==> config.mk <==
export PLATFORM = sky130hd
export DESIGN_NAME = bitwise_issue
export DESIGN_NICKNAME = d
export VERILOG_FILES = /design/src/rtl/bitwise_issue.sv
export SDC_FILE = /design/constraint.sdc
export NUM_CORES = 1
export LEC_CHECK = 0
export ABC_AREA = 1
export CORE_MARGIN = 4
export CORE_UTILIZATION = 47
export DETAILED_ROUTE_END_ITERATION = 8
export GPL_ROUTABILITY_DRIVEN = 0
export HOLD_SLACK_MARGIN = 0.1
export PLACE_DENSITY = 0.74
export SLEW_MARGIN = 20
export SYNTH_ARGS = -nofsm -noshare
export SYNTH_HDL_FRONTEND = slang
export SYNTH_SLANG_ARGS = --single-unit
==> constraint.sdc <==
create_clock -name clk -period 3.15 [get_ports clk]
set_clock_uncertainty 0.2 [all_clocks]
set_input_delay 0.315 -clock clk [delete_from_list [all_inputs] [get_ports clk]]
set_output_delay 0.315 -clock clk [all_outputs]
set_load 0.03 [all_outputs]
==> src/rtl/bitwise_issue.sv <==
// bitwise_issue: in-order issue stage for the bitwise unit.
// Instructions {aluop[1:0], Rn[1:0], imm[7:0]} queue in a small FIFO. The
// head entry is loaded onto op/bw_in and launched with a one-cycle s pulse.
// The stage then waits for a rising edge on done, captures bw_out into result
// and retires the entry. A watchdog drops an entry whose done never arrives
// and sets the sticky err flag.
`timescale 1ns/1ps

module bitwise_issue #(
  parameter int DEPTH   = 4,   // FIFO entries, power of two, >= 2
  parameter int AW      = 2,   // log2(DEPTH)
  parameter int TIMEOUT = 16   // cycles allowed in WAIT before a drop, >= 4
) (
  input  logic          clk,
  input  logic          reset_n,
  // upstream instruction stream
  input  logic          instr_valid,
  input  logic [11:0]   instr,
  output logic          instr_ready,
  // bitwise unit handshake
  output logic          s,
  output logic [3:0]    op,
  output logic [7:0]    bw_in,
  input  logic          done,
  input  logic [7:0]    bw_out,
  // results and status
  output logic [7:0]    result,
  output logic          result_valid,
  output logic [AW:0]   count,
  output logic          err
);

  localparam int TW = (TIMEOUT > 1) ? $clog2(TIMEOUT) : 1;

  localparam logic [AW:0]   DEPTH_C  = (AW+1)'(DEPTH);
  localparam logic [AW:0]   COUNT_1  = (AW+1)'(1);
  localparam logic [AW-1:0] PTR_1    = AW'(1);
  localparam logic [TW-1:0] TIMER_1  = TW'(1);
  localparam logic [TW-1:0] T_LAST   = TW'(TIMEOUT - 1);

  typedef enum logic [2:0] {
    S_IDLE,
    S_ISSUE,
    S_WAIT,
    S_RETIRE,
    S_DROP
  } state_t;

  state_t          state;
  logic [11:0]     mem [DEPTH];
  logic [AW-1:0]   wr_ptr;
  logic [AW-1:0]   rd_ptr;
  logic [TW-1:0]   timer;
  logic            done_q;
  logic            done_rise;
  logic            push;
  logic            pop;

  // Acceptance depends only on registered occupancy, so a full FIFO refuses
  // a push even in the cycle an entry retires.
  assign instr_ready = (count < DEPTH_C);
  assign push        = instr_valid & instr_ready;
  assign pop         = (state == S_RETIRE) || (state == S_DROP);
  assign done_rise   = done & ~done_q;

  // Entry storage: written at the tail on every accepted push.
  // NOTE: storage carries no reset; count and the pointers define which
  // entries are live, so stale contents are never observed.
  always_ff @(posedge clk) begin
    if (push) begin
      mem[wr_ptr] <= instr;
    end
  end

  // Pointers and occupancy; a simultaneous push and pop leaves count as is.
  // NOTE: sequential state uses non-blocking assignments so every register
  // samples the pre-edge values regardless of block ordering.
  always_ff @(posedge clk or negedge reset_n) begin
    if (!reset_n) begin
      wr_ptr <= '0;
      rd_ptr <= '0;
      count  <= '0;
    end else begin
      if (push) begin
        wr_ptr <= wr_ptr + PTR_1;
      end
      if (pop) begin
        rd_ptr <= rd_ptr + PTR_1;
      end
      case ({push, pop})
        2'b10:   count <= count + COUNT_1;
        2'b01:   count <= count - COUNT_1;
        default: count <= count;
      endcase
    end
  end

  // One-cycle delayed done for rising-edge detection.
  always_ff @(posedge clk or negedge reset_n) begin
    if (!reset_n) begin
      done_q <= 1'b0;
    end else begin
      done_q <= done;
    end
  end

  // Issue controller: load head, strobe s, wait for done or time out, retire.
  always_ff @(posedge clk or negedge reset_n) begin
    if (!reset_n) begin
      state        <= S_IDLE;
      s            <= 1'b0;
      op           <= '0;
      bw_in        <= '0;
      timer        <= '0;
      result       <= '0;
      result_valid <= 1'b0;
      err          <= 1'b0;
    end else begin
      // Pulsed outputs default low and are raised only on the entering edge.
      s            <= 1'b0;
      result_valid <= 1'b0;
      case (state)
        S_IDLE: begin
          if (count != '0) begin
            op    <= mem[rd_ptr][11:8];
            bw_in <= mem[rd_ptr][7:0];
            s     <= 1'b1;
            state <= S_ISSUE;
          end
        end
        S_ISSUE: begin
          timer <= '0;
          state <= S_WAIT;
        end
        S_WAIT: begin
          timer <= timer + TIMER_1;
          if (done_rise) begin
            result       <= bw_out;
            result_valid <= 1'b1;
            state        <= S_RETIRE;
          end else if (timer == T_LAST) begin
            state <= S_DROP;
          end
        end
        S_RETIRE: begin
          state <= S_IDLE;
        end
        S_DROP: begin
          err   <= 1'b1;
          state <= S_IDLE;
        end
        default: begin
          state <= S_IDLE;
        end
      endcase
    end
  end

endmodule

==> reports/qor.yml <==
drtIter0Drc: 114
p_leak_nw: 2.17
cp_slowest_cell: "dfrtp_1"
start_util_pct: 48.3
dieArea_um2: 9380
core_area_um2: 7690
die_x_um: 96.9
cp_cell_sequence: "inv_1, nand3_1, nand2_1, ha_1, inv_1, fa_1, nand2_1, nand3b_1, xor2_1"
io_pins: 51
dr_total_vias: 2533
reg2reg_to: "count[2]"
grt_pass1_vias: 2533
grt_max_degree: 39
synth_top_area_share_pct: 38.8
ff2ff_path_depth: 9
cts_tree: "built"
hp-start: "done"
hold_viol_final: 0
first_pass_iters: 4
cts_resized: 0
syn_nets: 408
seq_power_share_pct: 39.5
ys_top_cells_by_count: "nand2_1 (140), inv_1 (67), edfxtp_1 (48)"
yosysUniqueCellTypes: 23
switching_share_pct: 39.2
min_path_type: "input pin to flip-flop"
cts_buffers: 9
cts_sinks: 86
power_density_nw_per_um2: 934
max_stage_delay_ns: 0.39
num_rows: 32
rsz0062_at_grt: "no"
fin_cells: 541
timing.rr.start: "state[2]"
synth_edf_count: 48
root_buffer: "clkbuf_8"
hold_path_depth: 1
synth_area_leaders: "edfxtp_1 (39%), dfrtp_1 (26%), nand2_1 (14%)"
synth_async_sr_flop_share_pct: 44.2
synth_cells: 377
final_util_pct: 58.8
finalMaxSlewViolations: 0
chipHeight_um: 96.9
drtAntennaViolNets: 0
clock_latency_ns: 0.34
clockBufferDepth: 2
maxCapViolCount: 0
worst_setup_path_start_kind: "flip-flop"
peakVddDrop_uv: 298
yosysTopAreaCell: "edfxtp_1"
reg2reg_slack_ns: 1.03
critPathMaxFanout: 5
avgViaCountPerCell: 4.68
synth.most_common_cell: "nand2_1"
p_switching_mw: 1.66
grt_pass1_wl_mm: 11.8
clkPwrFrac_pct: 18.9
synthesis.area_um2: 3710
synth_seq_area_share_pct: 64.5
setup.worst_path.class: "flip-flop to flip-flop"
cts.reportedPaths.clkPinSlew_ns: 0.08
run_status: "completed"
fin_setup_tns_ns: 0
hold_path_end: "done_q"
postRouteWirelength_mm: 6.98
fmax_mhz: 472
internal_power_mw: 2.57
yosys_warnings: 0
power_mw: 4.22
grt-ovfl-total: 0
dp_cells: 524
max_slew_margin_pct: 43.7
synthesis.area_per_instance_um2: 9.84
cp-end-kind: "flip-flop"
synth_ff_type: "edfxtp_1"
setup_viol: 0
cts.htree.levels: 3
antenna_found_initial: 0
worstPathArrival_ns: 2.15
num_antenna_cells: 0
drc_errors: 0
ys_ff_latch: 86
fin_nets: 465
area_growth_pct: 21.8
cp.required_ns: 3.18
worstMarginPinSlew_ns: 0.845
wire_per_inst_um: 12.9
grt_usage_pct: 15.6
dp_hpwl_mm: 4.60
drive_above_1_share_pct: 6.83
min_period_ns: 2.12
io_buffers: 50
combPwrFrac_pct: 41.5
post-cts-setup-buffers: 0
holdWs_ns: 0.236
fin_crit_sh_pct: 67.3
cts-hold-fix-buffers: 1
## cell usage in the layout, fill, tap and decap left out, types with 2 or more instances in the layout
| cell type | n |
|---|---|
| xor2_1 | 3 |
| nor2_2 | 2 |
| dfrtp_1 | 38 |
| inv_2 | 3 |
| buf_4 | 5 |
| inv_1 | 67 |
| nand2_1 | 140 |
| nand3b_1 | 3 |
| ha_1 | 6 |
| clkbuf_8 | 10 |
| nor2_1 | 10 |
| clkbuf_1 | 2 |
| o21ai_0 | 3 |
| inv_4 | 2 |
| clkdlybuf4s50_1 | 49 |
| nand3_1 | 36 |
| edfxtp_1 | 48 |
## sequential cells by signal, indices dropped and copies added, names as in the netlist
| register | flops |
|---|---|
| mem | 48 |
| bw_in | 8 |
| result | 8 |
| op | 4 |
| timer | 4 |
| count | 3 |
| state | 3 |
| rd_ptr | 2 |
| wr_ptr | 2 |
| done_q | 1 |
| err | 1 |
| result_valid | 1 |
| s | 1 |
## through the flow
stage               area (um2)  worst slack, ns
finish                    4520             1.03
global route              4520            0.914
CTS                       4520             1.04
detailed placement        4300            0.894
global placement          4300            0.961
floorplan                 3710            0.924
## cells by family (layout without fill, tap and decap cells)
logic type      Yosys count  count (layout)  share of synthesized area (%)
flops                    86              86                           64.5
simple gates            195             195                           22.3
xor+xnor                  4               4                          0.944
compound gates            4               4                          0.539
fa+ha+maj                 7               7                           2.56
buf+inv                  81             143                           9.20
## worst max-delay path, delay by kind of cell (launching register included)
family / cells / cell delay (ns)
adder cells (fa/ha/maj): 2 / 0.60
XOR/XNOR: 1 / 0.14
AND/OR/NAND/NOR: 4 / 0.44
flip-flops: 1 / 0.39
buffers and inverters: 2 / 0.24
## layout make-up
cell class,instances,area [um2]
fillers,633,3170
flip-flops and latches,86,2390
multi-input cells,210,977
repair buffers,56,543
inverters,71,269
clock buffers,13,170
well taps,102,128
clock inverters,3,41.3
## power by group through the flow
| stage | logic [mW] | registers (mW) | clock network, mW |
|---|---|---|---|
| finish | 1.75 | 1.67 | 0.800 |
| global placement | 1.71 | 1.69 | 0 |
| floorplan | 0.927 | 1.95 | 0 |
| CTS | 1.77 | 1.67 | 0.824 |
| global route | 1.95 | 1.71 | 0.882 |
| detailed placement | 1.76 | 1.69 | 0 |
## routing by layer
layer | vias up | track usage [%] | routed length, um
li1 | 1270 | - | -
met1 | 1202 | 18.8 | 3020
met2 | 57 | 25.3 | 3570
met3 | 4 | 5.05 | 346
met4 | 0 | 7.78 | 50
met5 | - | 0 | 0
## worst max-delay path by stage
stage | start | end | slack (ns) | depth (start not counted)
5_1_grt | state[2] | count[2] | 0.91 | 9
2_1_floorplan | count[2] | count[2] | 0.92 | 8
6_report | state[2] | count[2] | 1.03 | 9
3_5_place_dp | instr_valid | count[2] | 0.89 | 8
4_1_cts | state[2] | count[2] | 1.04 | 9
3_3_place_gp | instr_valid | count[2] | 0.96 | 8
Power figures use the tool's default switching activity.
